## config.mk

```make
export PLATFORM = sky130hd
export DESIGN_NAME = rr_arbiter
export DESIGN_NICKNAME = d
export VERILOG_FILES = /design/src/rtl/arb_pkg.sv /design/src/rtl/rr_pick.sv /design/src/rtl/rr_arbiter.sv
export SDC_FILE = /design/constraint.sdc
export NUM_CORES = 1
export LEC_CHECK = 0
export BUFFER_PORTS_ARGS = -buffer_cell sky130_fd_sc_hd__buf_2
export CAP_MARGIN = 40
export CORE_UTILIZATION = 40
export CTS_BUF_LIST = sky130_fd_sc_hd__clkbuf_8
export CTS_CLUSTER_DIAMETER = 100
export DETAILED_ROUTE_END_ITERATION = 16
export GPL_TIMING_DRIVEN = 0
export PLACE_DENSITY = 0.6
export RECOVER_POWER = 100
export REMOVE_ABC_BUFFERS = 1
export SLEW_MARGIN = 30
export SYNTH_ARGS = -nofsm -noshare
export SYNTH_HDL_FRONTEND = slang
export SYNTH_SLANG_ARGS = --single-unit
```

## constraint.sdc

```tcl
create_clock -name clk -period 2.7 [get_ports clk]
set_input_delay 0.27 -clock clk [delete_from_list [all_inputs] [get_ports clk]]
set_output_delay 0.27 -clock clk [all_outputs]
set_load 0.005 [all_outputs]
```

## src/rtl/arb_pkg.sv

```systemverilog
// Shared types and constants for the round-robin arbiter slice.
// onehot_to_idx mirrors what the downstream encoder does with gnt.
package arb_pkg;

  typedef enum logic {
    IDLE  = 1'b0,
    GRANT = 1'b1
  } state_t;

  localparam int DEF_N        = 4;
  localparam int DEF_MAX_HOLD = 8;

  // Lowest set bit index, or -1 when the vector is zero.
  function automatic int onehot_to_idx(input logic [31:0] v);
    int idx;
    idx = -1;
    for (int i = 31; i >= 0; i--) begin
      if (v[i]) idx = i;
    end
    return idx;
  endfunction

endpackage

```

## src/rtl/rr_pick.sv

```systemverilog
// Cyclic first-set-bit search from index start, wrapping N-1 to 0.
// Purely combinational; output is one-hot or zero.
module rr_pick #(
  parameter int N = 4
) (
  input  logic [N-1:0]         req,
  input  logic [$clog2(N)-1:0] start,
  output logic [N-1:0]         pick
);

  int   idx;
  logic found;

  always_comb begin
    pick  = '0;
    found = 1'b0;
    idx   = 0;
    for (int k = 0; k < N; k++) begin
      idx = int'(start) + k;
      if (idx >= N) idx = idx - N;
      if (!found && req[idx]) begin
        pick[idx] = 1'b1;
        found     = 1'b1;
      end
    end
  end

endmodule

```

## src/rtl/rr_arbiter.sv

```systemverilog
// Round-robin arbiter: multi-hot req in, registered one-hot gnt out one cycle later.
// No backpressure; fairness comes from a rotating pointer plus an optional hold timeout.
module rr_arbiter
  import arb_pkg::*;
#(
  parameter int N        = DEF_N,
  parameter int MAX_HOLD = DEF_MAX_HOLD
) (
  input  logic         clk,
  input  logic         rst_n,
  input  logic [N-1:0] req,
  output logic [N-1:0] gnt,
  output logic         gnt_valid,
  output logic         owner_changed
);

  localparam int PW = $clog2(N);
  localparam int CW = $clog2(MAX_HOLD + 1);
  // Keep at least one bit of storage when the timeout is disabled.
  localparam int HW = (CW > 0) ? CW : 1;
  localparam logic [HW-1:0] HOLD_LAST = HW'((MAX_HOLD > 0) ? MAX_HOLD - 1 : 0);

  state_t        state, state_n;
  logic [PW-1:0] ptr, ptr_n;
  logic [HW-1:0] hold_cnt, hold_n;
  logic [N-1:0]  gnt_n;
  logic          chg_n;

  logic [PW-1:0] owner;
  logic [PW-1:0] owner_inc;
  logic [N-1:0]  others;
  logic [N-1:0]  pick_req;
  logic [PW-1:0] pick_start;
  logic [N-1:0]  pick;

  always_comb begin
    owner = '0;
    for (int i = 0; i < N; i++) begin
      if (gnt[i]) owner = PW'(i);
    end
  end

  assign owner_inc  = (owner == PW'(N - 1)) ? '0 : owner + PW'(1);
  assign others     = req & ~gnt;
  assign pick_req   = (state == GRANT) ? others : req;
  assign pick_start = (state == GRANT) ? owner_inc : ptr;

  rr_pick #(.N(N)) u_pick (
    .req   (pick_req),
    .start (pick_start),
    .pick  (pick)
  );

  always_comb begin
    state_n = state;
    ptr_n   = ptr;
    hold_n  = hold_cnt;
    gnt_n   = gnt;
    chg_n   = 1'b0;
    case (state)
      IDLE: begin
        if (|req) begin
          gnt_n   = pick;
          state_n = GRANT;
          hold_n  = '0;
        end
      end
      GRANT: begin
        if ((req & gnt) == '0) begin
          // Release: hand straight to the next requester, no idle bubble.
          ptr_n  = owner_inc;
          hold_n = '0;
          if (|others) begin
            gnt_n = pick;
            chg_n = 1'b1;
          end else begin
            gnt_n   = '0;
            state_n = IDLE;
          end
        end else if (MAX_HOLD != 0 && hold_cnt == HOLD_LAST) begin
          hold_n = '0;
          if (|others) begin
            gnt_n = pick;
            ptr_n = owner_inc;
            chg_n = 1'b1;
          end
        end else if (MAX_HOLD != 0 || hold_cnt != {HW{1'b1}}) begin
          hold_n = hold_cnt + HW'(1);
        end
      end
      default: begin
        state_n = IDLE;
        gnt_n   = '0;
      end
    endcase
  end

  always_ff @(posedge clk or negedge rst_n) begin
    if (!rst_n) begin
      state         <= IDLE;
      ptr           <= '0;
      hold_cnt      <= '0;
      gnt           <= '0;
      gnt_valid     <= 1'b0;
      owner_changed <= 1'b0;
    end else begin
      state         <= state_n;
      ptr           <= ptr_n;
      hold_cnt      <= hold_n;
      gnt           <= gnt_n;
      gnt_valid     <= |gnt_n;
      owner_changed <= chg_n;
    end
  end

  a_onehot : assert property (@(posedge clk) disable iff (!rst_n) $onehot0(gnt));
  a_valid  : assert property (@(posedge clk) disable iff (!rst_n) gnt_valid == (|gnt));
  a_req    : assert property (@(posedge clk) disable iff (!rst_n) (gnt & ~$past(req)) == '0);

endmodule

```

# ---- Yosys cells after proc, flatten, opt, wreduce, memory -nomap -nowiden
# Index checks and enable logic that the tools add are counted.
dict set report word_totals {
  inputBits 6
  out_inout_bits 6
  regBits 13
  wordCells 111
}
dict set report classes {
  order_cmp 12
  n_bitwise 7
  n_addsub 9
  n_mux 57
  n_reduce_logical 17
  n_eq_ne 3
}
# cell n
set op_table {}
lappend op_table {{32-bit by 1-bit >= comparator with 1-bit output (second input constant)} 4}
lappend op_table {{32-bit by 4-bit < comparator with 1-bit output (second input constant)} 4}
lappend op_table {{32-bit 2-to-1 mux} 4}
lappend op_table {{32-bit by 4-bit >= comparator with 1-bit output (second input constant)} 3}
lappend op_table {{32-bit by 4-bit subtractor with 32-bit output (second input constant)} 3}
lappend op_table {{4-bit 2-to-1 mux} 13}
lappend op_table {{1-bit 2-to-1 mux} 22}
lappend op_table {{4-bit one-hot mux with 2 select lines} 2}
lappend op_table {{2-bit 2-to-1 mux} 7}
lappend op_table {{4-bit bitwise OR} 3}
lappend op_table {{4-bit OR reduction} 3}
lappend op_table {{4-bit bitwise AND} 2}
lappend op_table {{1-bit binary-select mux with 2-bit select} 4}
lappend op_table {{1-bit demux with 2-bit select} 4}
lappend op_table {{1-bit logical AND} 7}
lappend op_table {{2-bit by 2-bit adder with 3-bit output (second input constant)} 2}
lappend op_table {{4-bit by 1-bit adder with 4-bit output (second input constant)} 1}
lappend op_table {{4-bit by 3-bit == test with 1-bit output (second input constant)} 1}
lappend op_table {{4-bit logical NOT} 1}
lappend op_table {{4-bit NOT} 1}
lappend op_table {{2-bit nonzero test} 2}
lappend op_table {{2-bit by 3-bit subtractor with 4-bit output (second input constant)} 1}
lappend op_table {{2-bit by 1-bit adder with 3-bit output (second input constant)} 1}
lappend op_table {{2-bit by 3-bit >= comparator with 1-bit output (second input constant)} 1}
lappend op_table {{other kinds (7)} 9}

# ---- Depth between registers and ports, before layout
# Gate-level depths: netlist of run 1.
dict set report depth {
  depth_word 26
  depth_mapped 9
  depth_no_buf 9
}

# ---- Modules after synthesis
# A second synthesis of run 1 with hierarchy kept.
dict set report unflattened {
  cells_unflattened 107
  hier_area_um2 1064.8
}
# module n_inst seq_area_each_um2 area_per_inst_um2 cells_each
set by_module_without_submodules {}
lappend by_module_without_submodules {rr_arbiter 1 325.3 706.9 69}
lappend by_module_without_submodules {rr_pick 1 0.0 357.8 38}

# ---- Worst setup path after synthesis of run 1
# Ideal clock, no wire load.
dict set report synth_timing {
  path_kind {register -> register}
  start {register gnt[3]}
  end {register gnt_valid}
  required_ns 2.562
  t_arrival_ns 2.902
  path_buffers 0
  slack_ns -0.341
  setup_time_ns 0.138
  path_stages_with_launch 10
  path_cell_list {dfrtp_1 o21ba_4 a21o_4 inv_1 ha_1 mux4_2 nor3b_1 a22o_1 a221o_1 or4_1}
}
dict set report synth_via {
  elab_chain_len 24
  elab_cells_between_ends 81
}
# element line
set synth_rtl {}
lappend synth_rtl {{start, declared} rr_arbiter.sv:12} ;# output logic [N-1:0] gnt,
lappend synth_rtl {{start signal, assigned} rr_arbiter.sv:110} ;# gnt <= gnt_n;
lappend synth_rtl {{parallel branches: the longest is 22 deep, another holds 32-bit by 4-bit subtractor with 32-bit output} --}
lappend synth_rtl {{4-bit one-hot mux with 2 select lines (*)} rr_arbiter.sv:60} ;# case (state)
lappend synth_rtl {{via gnt_n[2]} rr_arbiter.sv:26} ;# logic [N-1:0] gnt_n;
lappend synth_rtl {{4-bit OR reduction (*)} rr_arbiter.sv:111} ;# gnt_valid <= |gnt_n;
lappend synth_rtl {{end signal, assigned} rr_arbiter.sv:111}
lappend synth_rtl {{end, declared} rr_arbiter.sv:13} ;# output logic gnt_valid,
# Mark *: on every way through the listed nets, which the timed path passes. The select of a mux whose other input is x is not followed.
# A chain may end at the register's enable or synchronous reset.

# ---- Worst setup path after layout of run 1
# Same ends and word-level chain as after synthesis.

==> results.sh, run 1 <==
export IMPL_power_density_nw_per_um2=1080
export IMPL_drt_first_pass_iters=4
export IMPL_grt_pass1_wl_um=4410
export IMPL_fin_ws_ns=-0.215
export IMPL_maxCapViolations=0
export IMPL_yosys_most_used_dff="dfrtp_1"
export IMPL_p_leak_nw=0.620
export IMPL_drtIter0Drc=18
export IMPL_start_util_pct=42.8
export IMPL_syn_inst=108
export IMPL_dp_hpwl_um=1870
export IMPL_rsz0062_at_grt="true"
export IMPL_async_flop_share_pct=100
export IMPL_finalHoldViolations=0
export IMPL_numPortBuffers=11
export IMPL_clkPwrFrac_pct=11.2
export IMPL_fin_setup_tns_ns=-0.215
export IMPL_clock_skew_ns=0.00114
export IMPL_violations="negative setup slack"
export IMPL_slew_violations=0
export IMPL_total_power_mw=1.51
export IMPL_cpPeakStageDelay_ns=0.53
export IMPL_nets=155
export IMPL_crit_arrival_ns=3.02
export IMPL_synth_warning_count=0
export IMPL_cts_made_buffers=3
export IMPL_ys_types=41
export IMPL_die_h_um=53.7
export IMPL_layout_drive_gt1_share_pct=34.5
export IMPL_drt_total_wl_um=2760
export IMPL_cp_slowest_cell="or4_1"
export IMPL_routedWlPerCell_um=16.3
export IMPL_setup_viol=1
export IMPL_viasPerCell=6.05
export IMPL_cts_root_buffer="clkbuf_8"
export IMPL_status="finished, violations left"
export IMPL_clock_sinks=13
export IMPL_p_comb_share_pct=67.7
export IMPL_cp_max_fo=4
export IMPL_fillers=227
export IMPL_core_um2=2500
export IMPL_final_min_clock_period_ns=2.91
export IMPL_ant_nets=0
export IMPL_crit_family="compound AO/OA/AOI/OAI gates"
export IMPL_critPathKind="flip-flop to flip-flop"
export IMPL_cts_htree_levels=1
export IMPL_dieArea_um2=2890
export IMPL_drc=0
export IMPL_area_delta_synth_final_pct=30.7
export IMPL_crit_path_start_kind="flip-flop"
export IMPL_crit_path_end_kind="flip-flop"
export IMPL_clock_latency_ns=0.24
export IMPL_grt_ovfl_total=0
export IMPL_yosysTopAreaCellShare_pct=30.4
export IMPL_insertedDiodeCount=0
export IMPL_internal_power_mw=0.898
export IMPL_synth_area_per_cell_um2=9.92
export IMPL_multiInputGateArea_um2=774
export IMPL_synth_area_leaders="dfrtp_1, ha_1, a22o_1"
export IMPL_clkTransAtPathRegs_ns=0.05
export IMPL_track_usage_pct=21.8
export IMPL_vdd_ir_drop_max_mv=0.628
export IMPL_seq_power_share_pct=21.1
export IMPL_ys_seq_area_share_pct=30.4
export IMPL_die_w_um=53.7
export IMPL_grt_max_degree=14
export IMPL_synth_edf_count=0
export IMPL_period_share_pct=108
export IMPL_routabilityCongestion=0.842
export IMPL_yosysMostFrequentCell="dfrtp_1"
export IMPL_vias=1022
export IMPL_switching_share_pct=40.4
export IMPL_seq_area_um2=330
export IMPL_antenna_found_initial=0
export IMPL_cp_buffers_inverters=1
export IMPL_syn_area_um2=1070
export IMPL_hold_path_class="input port to flip-flop"
export IMPL_yosys_top_cells_count="dfrtp_1, a22o_1, ha_1"
export IMPL_pin_count=12
export IMPL_relSlewSlack_pct=54.4
export IMPL_crit_chain="o21ba_4, a21o_4, inv_4, ha_4, mux4_2, nor3b_4, a22o_1, a221o_1, or4_1"
export IMPL_max_freq_ghz=0.343
export IMPL_reg2reg_slack_ns=-0.21
export IMPL_ys_ff_latch=13
export IMPL_grt_pass1_vias=956
export IMPL_cts_buffer_depth=2
export IMPL_yosysTopAreaCell="dfrtp_1"
export IMPL_required_ns=2.81
export IMPL_rows=18
export IMPL_tightest_slew_ns=0.684
export IMPL_cts_tree="built"
export IMPL_p_switching_mw=0.609
==> through the flow <==
stage               hold slack [ns]  instances  util, %  setup WS [ns]  cell area, um^2
floorplan                   -0.0256        106        -         -0.409             1060
global placement              0.169        147     46.2         -0.696             1150
detailed placement            0.170        147     46.2         -0.762             1150
CTS                           0.349        168     56.0         -0.185             1400
global route                  0.384        169     56.0         -0.291             1400
finish                        0.354        169     56.0         -0.215             1400
==> cells by family after synthesis <==
family          share of synthesized area [%]
compound gates                           33.1
fa+ha+maj                                10.5
buf+inv                                  1.87
flops                                    30.4
mux                                      6.19
simple gates                             18.0
==> cells in the final DEF, fill, tap and decap left out, types with 2 or more instances in the layout <==
master    count
buf_4        13
a22o_1       10
dfrtp_1       9
buf_2         9
ha_1          8
o21ai_0       6
nor2_1        6
nor3_1        5
nand2b_1      5
a221o_1       4
dfrtp_2       4
clkbuf_1      4
a21boi_0      3
a21bo_2       3
nor2b_1       3
nand2_1       3
clkbuf_8      3
or4_1         2
mux4_2        2
a211oi_1      2
nand3_1       2
o31ai_1       2
==> worst reg2reg max path: stages (launching register included) <==
cell and delay, ns:
dfrtp_2 0.42, o21ba_4 0.23, a21o_4 0.13, inv_4 0.05, ha_4 0.26, mux4_2 0.50
nor3b_4 0.18, a22o_1 0.22, a221o_1 0.26, or4_1 0.53
==> registers in the layout, summed over array words and instances, names as in the netlist <==
| register | flops |
|---|---|
| state | 1 |
| gnt_valid | 1 |
| ptr | 2 |
| hold_cnt | 4 |
| gnt | 4 |
| owner_changed | 1 |
==> worst paths after layout <==
kind,cells after the start,endpoint,start
max,9,gnt_valid$_DFF_PN0_,gnt[3]$_DFF_PN0_
max in group asynchronous,2,gnt[3]$_DFF_PN0_,rst_n
max reg2reg,9,gnt_valid$_DFF_PN0_,gnt[3]$_DFF_PN0_
min in group asynchronous,2,hold_cnt[2]$_DFFE_PN0P_,rst_n
min,2,state$_DFF_PN0_,req[1]
min reg2reg,1,hold_cnt[3]$_DFFE_PN0P_,hold_cnt[3]$_DFFE_PN0P_
==> power by group through the flow <==
stage                     combinational, mW  sequential [mW]  clock (mW)
after detailed placement              0.754            0.336           0
final                                  1.02            0.318       0.169
after floorplan                       0.590            0.320           0
after CTS                              1.00            0.316       0.171
after global routing                   1.12            0.323       0.189
after global placement                0.732            0.335           0
==> layer usage <==
metal,global-route usage [%],up-vias,part of all wire (%)
met5,0,-,0
met4,14.0,0,4.6
met3,2.26,13,2.7
met2,38.7,25,50
met1,24.3,500,42
li1,-,484,-
==> repair_timing <==
item	CTS	global route
setup endpoints to repair	5	1
pin swaps	6	2
hold buffers	1	0
hold endpoints to repair	13	0
buffers inserted	16	1
resized for setup	15	1
==> area by class of cell <==
class,instances,area share [%]
repair buffers,29,14.2
well taps,30,2.68
multi-input cells,90,55.3
clock buffers,3,2.95
clock inverters,1,0.268
inverters,3,0.983
flip-flops and latches,13,23.6
Note: power is estimated with default switching activity, not from simulation.
==> run 2, diff against run 1 <==
--- a/config.mk
+++ b/config.mk
@@ -7,15 +7,18 @@
 export LEC_CHECK = 0
 export BUFFER_PORTS_ARGS = -buffer_cell sky130_fd_sc_hd__buf_2
 export CAP_MARGIN = 40
+export CELL_PAD_IN_SITES_DETAIL_PLACEMENT = 1
+export CELL_PAD_IN_SITES_GLOBAL_PLACEMENT = 1
 export CORE_UTILIZATION = 40
 export CTS_BUF_LIST = sky130_fd_sc_hd__clkbuf_8
 export CTS_CLUSTER_DIAMETER = 100
 export DETAILED_ROUTE_END_ITERATION = 16
 export GPL_TIMING_DRIVEN = 0
-export PLACE_DENSITY = 0.6
+export PLACE_DENSITY = 0.74
 export RECOVER_POWER = 100
 export REMOVE_ABC_BUFFERS = 1
 export SLEW_MARGIN = 30
 export SYNTH_ARGS = -nofsm -noshare
 export SYNTH_HDL_FRONTEND = slang
+export SYNTH_HIERARCHICAL = 1
 export SYNTH_SLANG_ARGS = --single-unit
==> constraint.sdc (replaced) <==
create_clock -name clk -period 2.7 [get_ports clk]
set_input_delay 0.135 -clock clk [delete_from_list [all_inputs] [get_ports clk]]
set_output_delay 0.135 -clock clk [all_outputs]
set_load 0.005 [all_outputs]
==> run 2 against run 1 <==
Compared with the run above: the run still ends with negative setup slack left; design area is 3.4% lower; via count is 3.5% lower; setup slack better by 0.12 ns; register-to-register slack better by 0.12 ns; first-iteration DRC count is 44% lower; synthesized area is 0.58% lower; total power is 12% higher; routed wire length is 12% higher; non-clock buffer count is 3 lower; sequential share of layout area is 0.83 points higher.
==> results.sh, run 2 <==
export IMPL_status="finished, violations left"
export IMPL_violations="negative setup slack"
export IMPL_cts_tree="built"
export IMPL_layout_drive_gt1_share_pct=32.1
export IMPL_cts_made_buffers=3
export IMPL_die_w_um=53.6
export IMPL_clkTransAtPathRegs_ns=0.06
export IMPL_pin_count=12
export IMPL_required_ns=2.81
export IMPL_numPortBuffers=11
export IMPL_track_usage_pct=25.1
export IMPL_vdd_ir_drop_max_mv=0.661
export IMPL_antenna_found_initial=0
export IMPL_ys_seq_area_share_pct=30.6
export IMPL_syn_inst=107
export IMPL_crit_path_start_kind="flip-flop"
export IMPL_final_cell_mix="buf_4, nand2_1, dfrtp_1"
export IMPL_power_density_nw_per_um2=1250
export IMPL_crit_path_end_kind="flip-flop"
export IMPL_synth_area_per_cell_um2=9.95
export IMPL_clkPwrFrac_pct=10.3
export IMPL_nets=150
export IMPL_synth_xor_area_share_pct=0
export IMPL_vias=986
export IMPL_cts_buffer_depth=2
export IMPL_dieArea_um2=2870
export IMPL_cp_slowest_cell="mux4_2"
export IMPL_crit_chain="inv_2, a21oi_2, mux2_4, buf_8, mux4_2, nor3b_2, a21oi_1, o211ai_1, a22o_1, or4_1"
export IMPL_drt_total_wl_um=3100
export IMPL_synth_top_family_by_area="compound AO/OA/AOI/OAI gates"
export IMPL_total_power_mw=1.68
export IMPL_critPathKind="flip-flop to flip-flop"
export IMPL_yosys_most_used_dff="dfrtp_1"
export IMPL_tightest_slew_ns=0.823
export IMPL_synth_edf_count=0
export IMPL_clock_latency_ns=0.25
export IMPL_place_area_um2=1140
export IMPL_final_min_clock_period_ns=2.79
export IMPL_rsz0062_at_grt="true"
export IMPL_seq_power_share_pct=18.9
export IMPL_synth_warning_count=6
export IMPL_grt_pass1_vias=979
export IMPL_p_switching_mw=0.722
export IMPL_internal_power_mw=0.963
export IMPL_yosys_top_cells_count="dfrtp_1, nand2_1, ha_1"
export IMPL_clock_sinks=13
export IMPL_cp_max_fo=6
export IMPL_crit_arrival_ns=2.91
export IMPL_finish_utilization_pct=54.1
export IMPL_die_h_um=53.6
export IMPL_dp_hpwl_um=1970
export IMPL_synth_fa_ha_area_share_pct=10.6
export IMPL_grt_pass1_wl_um=4930
export IMPL_hold_path_startpoint="req[3]"
export IMPL_ant_nets=0
export IMPL_reg2reg_slack_ns=-0.09
export IMPL_top_regs="gnt: 4 flops, hold_cnt: 4 flops, ptr: 2 flops"
export IMPL_cts_root_buffer="clkbuf_8"
export IMPL_setup_viol=1
export IMPL_routedWlPerCell_um=18.9
export IMPL_slew_violations=0
export IMPL_viasPerCell=6.01
export IMPL_fin_ws_ns=-0.0943
export IMPL_switching_share_pct=42.9
export IMPL_finalHoldViolations=0
export IMPL_drc=0
export IMPL_reg2reg_to="gnt_valid$_DFF_PN0_"
export IMPL_period_share_pct=103
export IMPL_cts_htree_levels=1
export IMPL_synth_area_leaders="dfrtp_1, ha_1, mux4_1"
export IMPL_final_area_um2=1350
export IMPL_area_delta_synth_final_pct=27.0
export IMPL_yosysMostFrequentCell="dfrtp_1"
export IMPL_yosys_area_share_simple_pct=17.9
export IMPL_grt_ovfl_total=0
export IMPL_rr_worst_depth=10
export IMPL_yosysTopAreaCell="dfrtp_1"
export IMPL_cpPeakStageDelay_ns=0.57
export IMPL_worstHoldEndpoint="state$_DFF_PN0_"
export IMPL_maxCapViolations=0
export IMPL_regToRegStartpoint="gnt[2]$_DFF_PN0_"
export IMPL_start_util_pct=42.6
export IMPL_routabilityCongestion=0.795
export IMPL_yosysTopAreaCellShare_pct=30.6
export IMPL_ys_ff_latch=13
export IMPL_grt_max_degree=14
export IMPL_p_comb_share_pct=70.8
export IMPL_syn_area_um2=1060
export IMPL_final_common_cell="buf_4"
export IMPL_synth_area_mux_share_pct=13.4
export IMPL_hold_path_class="input port to flip-flop"
export IMPL_insertedDiodeCount=0
export IMPL_p_leak_nw=0.595
export IMPL_core_um2=2500
export IMPL_rows=18
export IMPL_max_freq_ghz=0.358
export IMPL_async_flop_share_pct=100
export IMPL_ys_types=34
export IMPL_drtIter0Drc=10
export IMPL_clock_skew_ns=0.00599
export IMPL_worstHoldPathCells=2
export IMPL_drt_first_pass_iters=4
export IMPL_relSlewSlack_pct=45.1
export IMPL_synth_compound_area_share_pct=23.0
[run 2: cell count changes after synthesis, sizes merged, moves of 4 or more]
cell / before / now
inv: 2 / 8
nor2b: 5 / 1
o211ai: 0 / 4
nor3: 5 / 1
a22o: 10 / 4
a21oi: 1 / 6
a221o: 4 / 0
nand2: 3 / 11
[run 2: critical path, delay by kind of cell, from the launching register on]
kind | cells | cell delay (ns)
mux | 2 | 0.78
buf+inv | 2 | 0.16
flops | 1 | 0.40
compound gates | 4 | 0.63
simple gates | 2 | 0.68
[run 2: logic make-up after synthesis]
kind of cell	after synthesis
AOI/OAI and AO/OA	33
and+or+nand+nor	33
DFF	13
buffers and inverters	11
adders and majority gates	9
muxes	8
[run 2: routing by layer]
| layer | wire [um] | GRT usage (%) | part of all wire, % | vias up |
|---|---|---|---|---|
| li1 | - | - | - | 457 |
| met1 | 1320 | 29.3 | 43 | 502 |
| met5 | 0 | 0 | 0 | - |
| met3 | 78 | 3.67 | 2.5 | 8 |
| met4 | 85 | 11.4 | 2.7 | 0 |
| met2 | 1620 | 44.8 | 52 | 19 |
[run 2: layout make-up]
class / count / area (um^2)
clock buffer: 3 / 41.3
inverter: 8 / 35.0
timing repair buffer: 26 / 168
clock inverter: 1 / 3.75
tap: 30 / 37.5
fill: 286 / 1150
sequential: 13 / 330
multi-input combinational: 83 / 737
[run 2: stage by stage]
stage / TNS, ns / hold slack [ns] / worst slack [ns] / std cells
final: -0.0943 / 0.272 / -0.0943 / 164
after global routing: -0.340 / 0.285 / -0.218 / 164
after CTS: -0.0495 / 0.265 / -0.0495 / 161
after detailed placement: -0.671 / 0.0347 / -0.512 / 145
after global placement: -0.510 / 0.0357 / -0.448 / 145
after floorplan: -0.169 / -0.161 / -0.169 / 104
[run 2: how the worst max path moves through the flow]
stage                                 from                  end  depth (start not counted)
after floorplan           gnt[2]$_DFF_PN0_  gnt_valid$_DFF_PN0_                         12
after global placement    gnt[2]$_DFF_PN0_  gnt_valid$_DFF_PN0_                         12
after detailed placement  gnt[2]$_DFF_PN0_  gnt_valid$_DFF_PN0_                         12
after CTS                 gnt[1]$_DFF_PN0_  gnt_valid$_DFF_PN0_                         11
after global routing      gnt[2]$_DFF_PN0_  gnt_valid$_DFF_PN0_                         11
final                     gnt[2]$_DFF_PN0_  gnt_valid$_DFF_PN0_                         10
[run 2: power groups by stage]
stage                     Clock [mW]  Combinational [mW]  Sequential (mW)
after floorplan                    0               0.662            0.314
after global placement             0               0.830            0.323
after detailed placement           0               0.867            0.329
after CTS                      0.175                1.12            0.314
after global routing           0.189                1.31            0.327
final                          0.174                1.19            0.319
[run 2: timing repair]
| action | in CTS | in global routing |
|---|---|---|
| hold buffers | 1 | 0 |
| setup buffers | 11 | 3 |
| endpoints found under the hold margin | 13 | 0 |
| pin swaps | 8 | 8 |
| resized for setup | 18 | 2 |
| setup endpoints to repair | 4 | 2 |
